### src/rtl/qdrc_phy_wr_path.sv
`default_nettype none
// ============================================================================
// Module      : qdrc_phy_wr_path
// Description : QDR write-side PHY datapath. Turns each burst-of-4 write into
//               one W_n strobe plus two cycles of rise/fall data and byte
//               writes, and drives a fixed training burst during calibration.
// Revision    : 1.0 - initial release
// ============================================================================
module qdrc_phy_wr_path #(
    parameter int DATA_WIDTH = 18,
    parameter int BW_WIDTH   = 2,
    parameter int DATA_DELAY = 1
) (
    input  logic                    clk0,
    input  logic                    reset,
    input  logic                    wr_en,
    output logic                    wr_ready,
    input  logic [4*DATA_WIDTH-1:0] wr_data,
    input  logic [4*BW_WIDTH-1:0]   wr_be,
    input  logic                    cal_en,
    output logic                    wr_done,
    output logic                    qdr_w_n,
    output logic [DATA_WIDTH-1:0]   qdr_d_rise,
    output logic [DATA_WIDTH-1:0]   qdr_d_fall,
    output logic [BW_WIDTH-1:0]     qdr_bw_n_rise,
    output logic [BW_WIDTH-1:0]     qdr_bw_n_fall
);

    localparam logic [1:0] c_IDLE = 2'd0;
    localparam logic [1:0] c_BUSY = 2'd1;
    localparam logic [1:0] c_CAL0 = 2'd2;
    localparam logic [1:0] c_CAL1 = 2'd3;

    logic [1:0]              r_state;
    logic [1:0]              w_next_state;
    logic                    r_wr_ready;
    logic                    r_w_n;
    logic [2*DATA_WIDTH-1:0] r_hi_data;   // beats 2/3 held for the second cycle
    logic [2*BW_WIDTH-1:0]   r_hi_be;

    // Values entering the head of the bus pipeline this cycle
    logic                    w_issue;
    logic [DATA_WIDTH-1:0]   w_inj_d_rise;
    logic [DATA_WIDTH-1:0]   w_inj_d_fall;
    logic [BW_WIDTH-1:0]     w_inj_bw_n_rise;
    logic [BW_WIDTH-1:0]     w_inj_bw_n_fall;
    logic                    w_inj_done;

    // Idle stages carry the idle bus values, so the last stage drives the bus directly
    logic [DATA_WIDTH-1:0]   r_pipe_d_rise    [0:DATA_DELAY];
    logic [DATA_WIDTH-1:0]   r_pipe_d_fall    [0:DATA_DELAY];
    logic [BW_WIDTH-1:0]     r_pipe_bw_n_rise [0:DATA_DELAY];
    logic [BW_WIDTH-1:0]     r_pipe_bw_n_fall [0:DATA_DELAY];
    logic                    r_pipe_done      [0:DATA_DELAY];

    // State register; wr_ready is registered from the next state so it stays low in reset
    always_ff @(posedge clk0 or posedge reset) begin
        if (reset) begin
            r_state    <= c_IDLE;
            r_wr_ready <= 1'b0;
        end else begin
            r_state    <= w_next_state;
            r_wr_ready <= (w_next_state == c_IDLE);
        end
    end

    // Next-state logic; calibration wins over a simultaneous write request
    always_comb begin
        w_next_state = r_state;
        case (r_state)
            c_IDLE: begin
                if (r_wr_ready) begin
                    if (cal_en)
                        w_next_state = c_CAL0;
                    else if (wr_en)
                        w_next_state = c_BUSY;
                end
            end
            c_BUSY:  w_next_state = c_IDLE;
            c_CAL0:  w_next_state = c_CAL1;
            c_CAL1:  w_next_state = cal_en ? c_CAL0 : c_IDLE;
            default: w_next_state = c_IDLE;
        endcase
    end

    // Output logic: first beat pair on issue, second pair the cycle after
    always_comb begin
        w_issue         = (w_next_state == c_BUSY) || (w_next_state == c_CAL0);
        w_inj_d_rise    = '0;
        w_inj_d_fall    = '0;
        w_inj_bw_n_rise = '1;
        w_inj_bw_n_fall = '1;
        w_inj_done      = 1'b0;
        if (w_next_state == c_BUSY) begin
            w_inj_d_rise    = wr_data[DATA_WIDTH-1:0];
            w_inj_d_fall    = wr_data[2*DATA_WIDTH-1:DATA_WIDTH];
            w_inj_bw_n_rise = ~wr_be[BW_WIDTH-1:0];
            w_inj_bw_n_fall = ~wr_be[2*BW_WIDTH-1:BW_WIDTH];
        end else if (w_next_state == c_CAL0) begin
            w_inj_d_rise    = '1;
            w_inj_bw_n_rise = '0;
            w_inj_bw_n_fall = '0;
        end else if (r_state == c_BUSY) begin
            w_inj_d_rise    = r_hi_data[DATA_WIDTH-1:0];
            w_inj_d_fall    = r_hi_data[2*DATA_WIDTH-1:DATA_WIDTH];
            w_inj_bw_n_rise = ~r_hi_be[BW_WIDTH-1:0];
            w_inj_bw_n_fall = ~r_hi_be[2*BW_WIDTH-1:BW_WIDTH];
            w_inj_done      = 1'b1;
        end else if (r_state == c_CAL0) begin
            w_inj_bw_n_rise = '0;
            w_inj_bw_n_fall = '0;
        end
    end

    // W_n strobe and capture of the second beat pair at accept
    always_ff @(posedge clk0 or posedge reset) begin
        if (reset) begin
            r_w_n     <= 1'b1;
            r_hi_data <= '0;
            r_hi_be   <= '0;
        end else begin
            r_w_n <= ~w_issue;
            if (w_next_state == c_BUSY) begin
                r_hi_data <= wr_data[4*DATA_WIDTH-1:2*DATA_WIDTH];
                r_hi_be   <= wr_be[4*BW_WIDTH-1:2*BW_WIDTH];
            end
        end
    end

    // Bus pipeline: DATA_DELAY+1 stages, the last one is the output register
    always_ff @(posedge clk0 or posedge reset) begin
        if (reset) begin
            for (int i = 0; i <= DATA_DELAY; i++) begin
                r_pipe_d_rise[i]    <= '0;
                r_pipe_d_fall[i]    <= '0;
                r_pipe_bw_n_rise[i] <= '1;
                r_pipe_bw_n_fall[i] <= '1;
                r_pipe_done[i]      <= 1'b0;
            end
        end else begin
            r_pipe_d_rise[0]    <= w_inj_d_rise;
            r_pipe_d_fall[0]    <= w_inj_d_fall;
            r_pipe_bw_n_rise[0] <= w_inj_bw_n_rise;
            r_pipe_bw_n_fall[0] <= w_inj_bw_n_fall;
            r_pipe_done[0]      <= w_inj_done;
            for (int i = 1; i <= DATA_DELAY; i++) begin
                r_pipe_d_rise[i]    <= r_pipe_d_rise[i-1];
                r_pipe_d_fall[i]    <= r_pipe_d_fall[i-1];
                r_pipe_bw_n_rise[i] <= r_pipe_bw_n_rise[i-1];
                r_pipe_bw_n_fall[i] <= r_pipe_bw_n_fall[i-1];
                r_pipe_done[i]      <= r_pipe_done[i-1];
            end
        end
    end

    assign wr_ready      = r_wr_ready;
    assign qdr_w_n       = r_w_n;
    assign qdr_d_rise    = r_pipe_d_rise[DATA_DELAY];
    assign qdr_d_fall    = r_pipe_d_fall[DATA_DELAY];
    assign qdr_bw_n_rise = r_pipe_bw_n_rise[DATA_DELAY];
    assign qdr_bw_n_fall = r_pipe_bw_n_fall[DATA_DELAY];
    assign wr_done       = r_pipe_done[DATA_DELAY];

endmodule
`default_nettype wire

### config.mk
export PLATFORM = sky130hd
export DESIGN_NAME = qdrc_phy_wr_path
export DESIGN_NICKNAME = d
export VERILOG_FILES = /design/src/rtl/qdrc_phy_wr_path.sv
export SDC_FILE = /design/constraint.sdc
export NUM_CORES = 1
export LEC_CHECK = 0
export CAP_MARGIN = 10
export CORE_ASPECT_RATIO = 0.9
export CORE_UTILIZATION = 51
export DETAILED_ROUTE_END_ITERATION = 7
export GPL_TIMING_DRIVEN = 0
export PLACE_DENSITY = 0.84
export SLEW_MARGIN = 20
export SYNTH_ARGS = -nofsm -noshare
export SYNTH_HDL_FRONTEND = slang
export SYNTH_SLANG_ARGS = --single-unit
### constraint.sdc
create_clock -name clk0 -period 10.7 [get_ports clk0]
set_input_delay 1.07 -clock clk0 [delete_from_list [all_inputs] [get_ports clk0]]
set_output_delay 1.07 -clock clk0 [all_outputs]
set_load 0.01 [all_outputs]
==> results of run 1 <==
-- worst max-delay path: cells and delay by family --
kind,cells,cell delay [ns]
buf+inv,2,0.80
simple gates,3,0.68
compound gates,2,0.31
fa+ha+maj,1,0.27
-- layer usage --
| layer | up-vias | part of all wire | routed length [µm] |
|---|---|---|---|
| met2 | 109 | 0.52 | 5331 |
| met1 | 1535 | 0.40 | 4160 |
| met4 | 0 | 0.030 | 311 |
| li1 | 1386 | - | - |
| met3 | 29 | 0.050 | 514 |
| met5 | - | 0 | 0 |
-- area by class of cell --
type                            count  area share
Clock buffer                       18     0.06419
Tap cell                          119     0.02233
Multi-Input combinational cell    156      0.1646
Buffer                             55     0.05612
Clock inverter                     14     0.02177
Sequential cell                   126      0.4747
Timing Repair Buffer              127      0.1933
Inverter                            4    0.003003
-- power groups by stage --
stage / registers [mW] / logic (mW) / clock network (mW)
after global routing: 0.849 / 0.850 / 0.573
after global placement: 0.811 / 0.752 / 0
after floorplan: 0.800 / 0.492 / 0
after detailed placement: 0.828 / 0.780 / 0
final: 0.826 / 0.783 / 0.544
after CTS: 0.828 / 0.792 / 0.551
-- flip-flops by register name (all words and copies together) (netlist names) --
signal	flops
r_hi_be	4
qdr_d_rise	18
wr_done	1
qdr_d_fall	18
r_pipe_bw_n_fall	2
wr_ready	1
r_state	2
qdr_w_n	1
r_pipe_d_rise	18
r_pipe_d_fall	18
r_hi_data	36
r_pipe_bw_n_rise	2
qdr_bw_n_fall	2
qdr_bw_n_rise	2
r_pipe_done	1
-- cells in the mapped netlist --
| cell type | n |
|---|---|
| nand2_1 | 56 |
| inv_2 | 1 |
| buf_1 | 1 |
| a2bb2oi_1 | 18 |
| buf_2 | 8 |
| dfrtp_1 | 117 |
| nand3_1 | 1 |
| o21ai_0 | 2 |
| nor3b_4 | 1 |
| nor4_1 | 1 |
| o21a_1 | 1 |
| dfstp_2 | 9 |
| mux2_2 | 34 |
| nor2_1 | 2 |
| clkbuf_1 | 5 |
| and2_1 | 5 |
| mux2_1 | 6 |
| o21ai_1 | 18 |
| buf_6 | 1 |
| a211o_1 | 1 |
| o22ai_1 | 4 |
| nor2b_1 | 1 |
| buf_4 | 40 |
| ha_1 | 5 |
| inv_1 | 3 |
-- path summary, 6_finish.rpt --
check                                  start                end  slack, ns  depth (start not counted)
max in group asynchronous              reset            qdr_w_n       8.95                          3
min in group asynchronous              reset     qdr_d_rise[14]       1.02                          2
hold / removal             r_pipe_d_rise[19]      qdr_d_rise[1]       0.34                          0
hold reg to reg            r_pipe_d_rise[19]      qdr_d_rise[1]       0.34                          0
setup reg to reg                  r_state[0]  r_pipe_d_rise[30]       8.50                          7
setup / recovery                       wr_en  r_pipe_d_rise[30]       7.94                          8
-- kinds of logic (layout without fill, tap and decap cells) --
group	count (synthesis)	in the layout
DFF	126	126
and+or+nand+nor	67	67
buffers and inverters	59	218
AOI/OAI and AO/OA	44	44
muxes	40	40
adders and majority gates	5	5
==> results.sh, run 1 <==
export IMPL_switchingPower_mw=0.6390
export IMPL_setup_tns_ns=0
export IMPL_areaGrowthSynthToFinish_pct=43.34
export IMPL_p_per_area_nw_per_um2=323.0
export IMPL_pwr_share_comb=0.364
export IMPL_report_final_setup_viol=0
export IMPL_skew_ns=0.005866
export IMPL_gp_routability_congestion=0.7386
export IMPL_firstDrtPassIters=4
export IMPL_ys_ff_latch=126
export IMPL_final_cell_count_no_fill=619
export IMPL_wl_per_cell_um=16.67
export IMPL_status="finished, final reports clean"
export IMPL_worstSetupPathType="in2reg"
export IMPL_max_vdd_ir_drop_mv=0.1551
export IMPL_grt_first_pass_wirelength_um=16540
export IMPL_dieWidth_um=102.7
export IMPL_seq_power_share=0.384
export IMPL_clkPwrFrac=0.253
export IMPL_drv_slew=0
export IMPL_fin_util=0.7638
export IMPL_port_buffers=126
export IMPL_multiInputGateArea_um2=1097
export IMPL_drtIter0Drc=102
export IMPL_dp_cells=587
export IMPL_mostFrequentLayoutCell="clkdlybuf4s50_1"
export IMPL_synthSimpleGateAreaFrac=0.06134
export IMPL_clockRootBuffer="clkbuf_8"
export IMPL_synth_area_per_cell_um2=13.64
export IMPL_fin_crit_ns=2.762
export IMPL_finalCritPeriodShare=0.2581
export IMPL_yosysTopAreaCell="dfrtp_1"
export IMPL_cts_max_path_buffers=2
export IMPL_synthesis_area_um2=4651
export IMPL_synth_top_family_by_area="multiplexers"
export IMPL_wirelength_um=10320
export IMPL_min_path_type="reg2reg"
export IMPL_via_count=3059
export IMPL_grt_usage=0.2404
export IMPL_leakagePower_nw=2.956
export IMPL_netSwitchingFraction=0.2968
export IMPL_syn_num_nets=430
export IMPL_fin_ws_ns=7.938
export IMPL_htreeDepth=4
export IMPL_grtUsageMet2=0.3939
export IMPL_required_ns=11.08
export IMPL_fp_dieH_um=92.60
export IMPL_grt_max_degree=65
export IMPL_fin_total_pwr_mw=2.153
export IMPL_final_cell_mix="clkdlybuf4s50_1, dfrtp_1, nand2_1, buf_4, mux2_2"
export IMPL_whs_ns=0.3444
export IMPL_worstSkewPairLatency_ns=0.51
export IMPL_ys_warn_count=0
export IMPL_synth_top_area_share=0.6295
export IMPL_design_area_um2=6666
export IMPL_place_ws_ns=7.430
export IMPL_cts_tree="done"
export IMPL_met3_usage=0.06491
export IMPL_drive_gt1_frac=0.2560
export IMPL_ctsResizeCount=0
export IMPL_regArea_um2=3164
export IMPL_p_int_mw=1.514
export IMPL_fp_row_count=32
export IMPL_pin_count=127
export IMPL_fin_nets=576
export IMPL_max_freq_ghz=0.3620
export IMPL_synth_adder_area_share=0.01345
export IMPL_worstSetupEndpointType="flop"
export IMPL_rsz0062_at_grt="false"
export IMPL_grt_pass1_vias=3308
export IMPL_busiest_layer="met2"
export IMPL_path_common_cell="nor2_1"
export IMPL_initial_utilization=0.5328
export IMPL_antenna_cells=0
export IMPL_synth_compound_area_share=0.06430
export IMPL_tightest_slew_ns=0.6124
export IMPL_slowest_stage="nor2_1"
export IMPL_cts_post_setup_buffers_inserted=0
export IMPL_numCtsBuffers=17
export IMPL_fillers=553
export IMPL_placed_area_um2=6093
export IMPL_dpl_hpwl_um=6891
export IMPL_core_um2=8728
export IMPL_seq_area_frac_synth=0.6804
export IMPL_path_max_fanout=10
export IMPL_drv_cap=0
export IMPL_slowest_delay_ns=0.49
export IMPL_viasPerCell=4.942
export IMPL_synthMuxAreaShare=0.09685
export IMPL_synthXorXnorAreaFrac=0
export IMPL_met1_usage=0.2943
export IMPL_ant_nets=0
export IMPL_relSlewSlack=0.5902
export IMPL_grt_overflow=0
export IMPL_arrival_ns=3.14
export IMPL_clock_sinks=126
export IMPL_drc_errors=0
export IMPL_hold_viol_final=0
export IMPL_dieArea_um2=9506
export IMPL_startpoint_type="input port"
export IMPL_antenna_found_initial=0
export IMPL_ys_types=25
export IMPL_worstPathCellList="clkdlybuf4s50_1 > nand2_1 > nor2_1 > o21ai_0 > ha_1 > nor2_1 > buf_2 > a2bb2oi_1"
export IMPL_ys_top_cells_by_area="dfrtp_1, mux2_2, buf_4"
export IMPL_clkTransAtPathRegs_ns=0.06
export IMPL_syn_inst=341
export IMPL_hold_buffers=0
(Power assumes the default switching activity.)
==> inputs of run 2 (changes only) <==
--- a/config.mk
+++ b/config.mk
@@ -7,10 +7,10 @@
 export LEC_CHECK = 0
 export CAP_MARGIN = 10
 export CORE_ASPECT_RATIO = 0.9
-export CORE_UTILIZATION = 51
+export CORE_UTILIZATION = 48
 export DETAILED_ROUTE_END_ITERATION = 7
 export GPL_TIMING_DRIVEN = 0
-export PLACE_DENSITY = 0.84
+export PLACE_DENSITY = 0.8
 export SLEW_MARGIN = 20
 export SYNTH_ARGS = -nofsm -noshare
 export SYNTH_HDL_FRONTEND = slang
==> constraint.sdc (replaced) <==
create_clock -name clk0 -period 2.8 [get_ports clk0]
set_input_delay 0.28 -clock clk0 [delete_from_list [all_inputs] [get_ports clk0]]
set_output_delay 0.28 -clock clk0 [all_outputs]
set_load 0.01 [all_outputs]
==> run 2 against run 1 <==
  * Die area up 6.1%
  * Non-clock buffer count rose by 3
  * Global-route usage fell by 1.6 points
  * Clock-buffer cell count rose by 1
  * Clock skew fell by 0.00058 ns
  * Critical path depth did not move
  * Register-to-register slack lost 8.0 ns
  * Sequential cell count is the same
  * Clock power rose to 3.8 times the previous value
  * Via count fell by 2.0%
  * Final area rose by 1.2%
  * Critical path type is now reg2reg
  * Largest cell class unchanged
  * Largest power group unchanged
==> results.sh, run 2 (synthesis results as in run 1) <==
export IMPL_skew_ns=0.005287
export IMPL_setup_tns_ns=0
export IMPL_fin_crit_ns=2.313
export IMPL_clkTransAtPathRegs_ns=0.06
export IMPL_numCtsBuffers=17
export IMPL_report_final_setup_viol=0
export IMPL_fp_row_count=33
export IMPL_initial_utilization=0.5028
export IMPL_core_um2=9249
export IMPL_leakagePower_nw=3.007
export IMPL_grtUsageMet2=0.4069
export IMPL_path_max_fanout=10
export IMPL_grt_max_degree=34
export IMPL_gp_routability_congestion=0.7476
export IMPL_wl_per_cell_um=16.25
export IMPL_dieWidth_um=105.8
export IMPL_clock_sinks=126
export IMPL_clockRootBuffer="clkbuf_8"
export IMPL_status="finished, final reports clean"
export IMPL_met3_usage=0.06152
export IMPL_startpoint_type="flop"
export IMPL_placed_area_um2=6163
export IMPL_areaGrowthSynthToFinish_pct=45.01
export IMPL_antenna_found_initial=0
export IMPL_place_ws_ns=0.2785
export IMPL_fin_nets=579
export IMPL_drv_cap=0
export IMPL_arrival_ns=2.72
export IMPL_drive_gt1_frac=0.2604
export IMPL_worstSetupPathType="reg2reg"
export IMPL_port_buffers=126
export IMPL_p_per_area_nw_per_um2=1221
export IMPL_mostFrequentLayoutCell="clkdlybuf4s50_1"
export IMPL_drtIter0Drc=121
export IMPL_tightest_slew_ns=0.6204
export IMPL_grt_first_pass_wirelength_um=16330
export IMPL_drv_slew=0
export IMPL_busiest_layer="met2"
export IMPL_crit_start="r_state[0]"
export IMPL_required_ns=3.21
export IMPL_max_vdd_ir_drop_mv=0.6551
export IMPL_design_area_um2=6744
export IMPL_hold_buffers=0
export IMPL_whs_ns=0.2081
export IMPL_met1_usage=0.2584
export IMPL_wirelength_um=10160
export IMPL_grt_pass1_vias=3239
export IMPL_fin_util=0.7292
export IMPL_htreeDepth=4
export IMPL_min_path_type="in2async"
export IMPL_cts_tree="done"
export IMPL_top_register="r_hi_data"
export IMPL_firstDrtPassIters=4
export IMPL_grt_usage=0.2244
export IMPL_ant_nets=0
export IMPL_fin_ws_ns=0.4873
export IMPL_grt_overflow=0
export IMPL_fp_dieH_um=95.38
export IMPL_antenna_cells=0
export IMPL_via_count=2999
export IMPL_dpl_hpwl_um=6987
export IMPL_worstSkewPairLatency_ns=0.51
export IMPL_ctsResizeCount=0
export IMPL_viasPerCell=4.798
export IMPL_max_freq_ghz=0.4324
export IMPL_worstSetupEndpointType="flop"
export IMPL_pin_count=127
export IMPL_r2r_start="r_state[0]"
export IMPL_final_cell_mix="clkdlybuf4s50_1, dfrtp_1, nand2_1, buf_4, mux2_2"
export IMPL_dieArea_um2=10090
export IMPL_hold_viol_final=0
export IMPL_largest_reg_flops=36
export IMPL_relSlewSlack=0.5849
export IMPL_finalCritPeriodShare=0.8260
export IMPL_rsz0062_at_grt="false"
export IMPL_drc_errors=0
export IMPL_cts_max_path_buffers=2
export IMPL_cts_post_setup_buffers_inserted=0
export IMPL_fillers=642
## run 2: cell types whose count changed in the layout (fill, tap and decap cells not counted)
cell,change
inv_6,+1
buf_12,+2
clkinv_2,+1
clkinvlp_4,-4
clkbuf_8,+1
buf_16,+1
clkinv_4,+1
## run 2: through the flow
step	std cells	total power, mW
after floorplan	341	4.940
after global placement	589	5.981
after detailed placement	593	6.139
after CTS	625	8.313
after global routing	625	8.740
final	625	8.237
## run 2: cell type report
class	instances	area, µm²	share of cell area
inverters	4	18.77	0.002783
clock inverters	13	138.9	0.02059
well taps	122	152.6	0.02263
multi-input cells	156	1097	0.1627
clock buffers	19	441.7	0.06549
repair buffers	130	1356	0.2011
flip-flops and latches	126	3164	0.4692
plain buffers	55	374.1	0.05547
## run 2: worst max-delay path, stage by stage (launching register included)
cell       delay (ns)
dfrtp_1          0.39
inv_1            0.15
o21ai_0          0.14
and2_1           0.22
ha_1             0.22
buf_2            0.21
inv_2            0.11
clkbuf_1         0.46
a2bb2oi_1        0.31
## run 2: layer usage
metal / share of wire / vias to the layer above
li1: - / 1400
met1: 0.40 / 1497
met2: 0.54 / 85
met3: 0.045 / 17
met4: 0.013 / 0
met5: 0 / -
## run 2: where the power goes
part	total [mW]	leakage [nW]	internal [mW]	switching, mW
Clock	2.09	0.284	1.31	0.780
Combinational	3.01	1.18	1.72	1.30
Sequential	3.13	1.55	2.80	0.334
Total	8.24	3.01	5.82	2.41
## run 2: worst paths after layout
path,endpoint,slack (ns),cells past startpoint
max,r_pipe_d_rise[26],0.49,8
max in group asynchronous,qdr_d_fall[10],1.83,4
min in group clk0,r_pipe_bw_n_fall[2],0.30,2
max reg2reg,r_pipe_d_rise[26],0.49,8
min,r_pipe_d_fall[18],0.21,2
min reg2reg,qdr_d_rise[2],0.34,0
==> inputs of run 3 (changes only) <==
--- a/config.mk
+++ b/config.mk
@@ -7,10 +7,10 @@
 export LEC_CHECK = 0
 export CAP_MARGIN = 10
 export CORE_ASPECT_RATIO = 0.9
-export CORE_UTILIZATION = 48
+export CORE_UTILIZATION = 43
 export DETAILED_ROUTE_END_ITERATION = 7
 export GPL_TIMING_DRIVEN = 0
-export PLACE_DENSITY = 0.8
+export PLACE_DENSITY = 0.75
 export SLEW_MARGIN = 20
 export SYNTH_ARGS = -nofsm -noshare
 export SYNTH_HDL_FRONTEND = slang
==> constraint.sdc (replaced) <==
create_clock -name clk0 -period 1.9 [get_ports clk0]
set_input_delay 0.19 -clock clk0 [delete_from_list [all_inputs] [get_ports clk0]]
set_output_delay 0.19 -clock clk0 [all_outputs]
set_load 0.01 [all_outputs]
==> run 3 against run 2 <==
  * The run now ends with design-rule violations left
  * Sequential share of layout area shrank 0.71 points
  * Fmax grew 31%
  * Hold slack lost 0.011 ns
  * Via count shrank 0.80%
  * Global-route usage shrank 3.4 points
  * Setup slack lost 0.36 ns
  * Clock power grew 62%
  * Die area grew 11%
  * Cell count grew 1.4%
  * Core utilization shrank 6.9 points
  * Routed wire length shrank 4.3%
  * Clock-buffer cell count grew 3
  * Critical path type unchanged
==> results.sh, run 3 (synthesis results as in run 1) <==
export IMPL_required_ns=2.17
export IMPL_fin_crit_ns=1.771
export IMPL_arrival_ns=2.04
export IMPL_met1_usage=0.2396
export IMPL_slowest_stage="dfrtp_1"
export IMPL_viasPerCell=4.692
export IMPL_tightest_slew_ns=0.5591
export IMPL_grt_usage=0.1902
export IMPL_r2r_end="r_hi_data[6]"
export IMPL_port_buffers=126
export IMPL_min_path_type="in2async"
export IMPL_via_count=2975
export IMPL_htreeDepth=4
export IMPL_dp_cells=599
export IMPL_worstSetupEndpointType="flop"
export IMPL_r2r_start="r_state[0]"
export IMPL_skew_ns=0.007639
export IMPL_core_um2=10380
export IMPL_drive_gt1_frac=0.2792
export IMPL_final_cell_count_no_fill=634
export IMPL_fp_row_count=35
export IMPL_rsz0062_at_grt="false"
export IMPL_largest_reg_flops=36
export IMPL_worstSkewPairLatency_ns=0.40
export IMPL_whs_ns=0.1973
export IMPL_grt_first_pass_wirelength_um=15930
export IMPL_finalCritPeriodShare=0.9322
export IMPL_firstDrtPassIters=6
export IMPL_drv_slew=0
export IMPL_wl_per_cell_um=15.33
export IMPL_final_cell_mix="clkdlybuf4s50_1, dfrtp_1, nand2_1, buf_4, mux2_2"
export IMPL_clockRootBuffer="clkbuf_16"
export IMPL_fin_nets=582
export IMPL_antenna_cells=0
export IMPL_violations="design-rule violations"
export IMPL_areaGrowthSynthToFinish_pct=47.24
export IMPL_report_final_setup_viol=0
export IMPL_worstPathCellList="inv_2 > o21ai_1 > and2_2 > ha_2 > buf_4 > mux2_2"
export IMPL_status="finished with violations"
export IMPL_wirelength_um=9722
export IMPL_grt_max_degree=37
export IMPL_max_freq_ghz=0.5646
export IMPL_hold_viol_final=0
export IMPL_drc_errors=9
export IMPL_r2r_setup_slack_ns=0.13
export IMPL_gp_routability_congestion=0.7318
export IMPL_grtUsageMet2=0.3149
export IMPL_slowest_delay_ns=0.37
export IMPL_reg2reg_depth=6
export IMPL_relSlewSlack=0.6265
export IMPL_path_delay_family="flip-flops"
export IMPL_drtIter0Drc=114
export IMPL_max_vdd_ir_drop_mv=0.7548
export IMPL_antenna_found_initial=0
export IMPL_pin_count=127
export IMPL_ant_nets=0
export IMPL_met3_usage=0.04690
export IMPL_setup_tns_ns=0
export IMPL_worstSetupPathType="reg2reg"
export IMPL_grt_overflow=0
export IMPL_startpoint_type="flop"
export IMPL_clock_sinks=126
export IMPL_cts_max_path_buffers=2
export IMPL_p_per_area_nw_per_um2=1843
export IMPL_numCtsBuffers=17
export IMPL_path_max_fanout=10
export IMPL_initial_utilization=0.4481
export IMPL_fin_util=0.6598
export IMPL_top_register="r_hi_data"
export IMPL_leakagePower_nw=3.048
export IMPL_drv_cap=0
export IMPL_dieArea_um2=11240
export IMPL_dpl_hpwl_um=7110
export IMPL_mostFrequentLayoutCell="clkdlybuf4s50_1"
export IMPL_grt_pass1_vias=3212
export IMPL_busiest_layer="met2"
export IMPL_cp_num_buf_inv=2
export IMPL_fp_dieH_um=100.7
export IMPL_dieWidth_um=111.6
export IMPL_cts_tree="done"
export IMPL_clkTransAtPathRegs_ns=0.06
==> run 3: how the worst max path moves through the flow <==
stage               startpoint                end  slack [ns]  cells after the start
CTS                 r_state[0]  r_pipe_d_rise[19]        0.03                      8
global route          wr_ready  r_pipe_d_fall[23]        0.04                      8
detailed placement      cal_en  r_pipe_d_rise[30]       -0.50                      7
global placement         reset      r_hi_data[30]       -0.88                      2
finish              r_state[0]       r_hi_data[6]        0.13                      6
floorplan           r_state[0]      r_hi_data[19]        0.14                      7
==> run 3: final cells by class <==
cell class	instances	area (µm²)
repair buffers	134	1359
plain buffers	54	399.1
well taps	129	161.4
fillers	766	3531
clock inverters	9	158.9
inverters	4	18.77
flip-flops and latches	126	3164
multi-input cells	156	1122
clock buffers	22	464.2
==> run 3: per-layer routing <==
metal / vias up / routed length (µm)
li1: 1399 / -
met5: - / 0
met3: 10 / 408
met1: 1480 / 4159
met4: 0 / 133
met2: 86 / 5020
==> run 3: stage by stage <==
step / setup WS (ns) / area (µm²) / total power, mW
final: 0.1289 / 6848 / 12.62
after global routing: 0.04180 / 6848 / 13.34
after CTS: 0.02549 / 6802 / 12.60
after detailed placement: -0.5025 / 6137 / 9.072
after global placement: -0.8803 / 6077 / 8.838
after floorplan: 0.1402 / 4654 / 7.280
==> run 3: repair_timing <==
item,in CTS,in global routing
resized for setup,14,10
hold endpoints to repair,0,0
hold buffers,0,0
pin swaps,1,1
setup endpoints to repair,79,78
setup buffers,2,3
==> run 3: where the power goes <==
part	switching, mW	leakage (nW)	internal, mW
Sequential	0.503	1.55	4.12
Combinational	1.90	1.20	2.72
Clock	1.11	0.301	2.27
Total	3.52	3.05	9.11
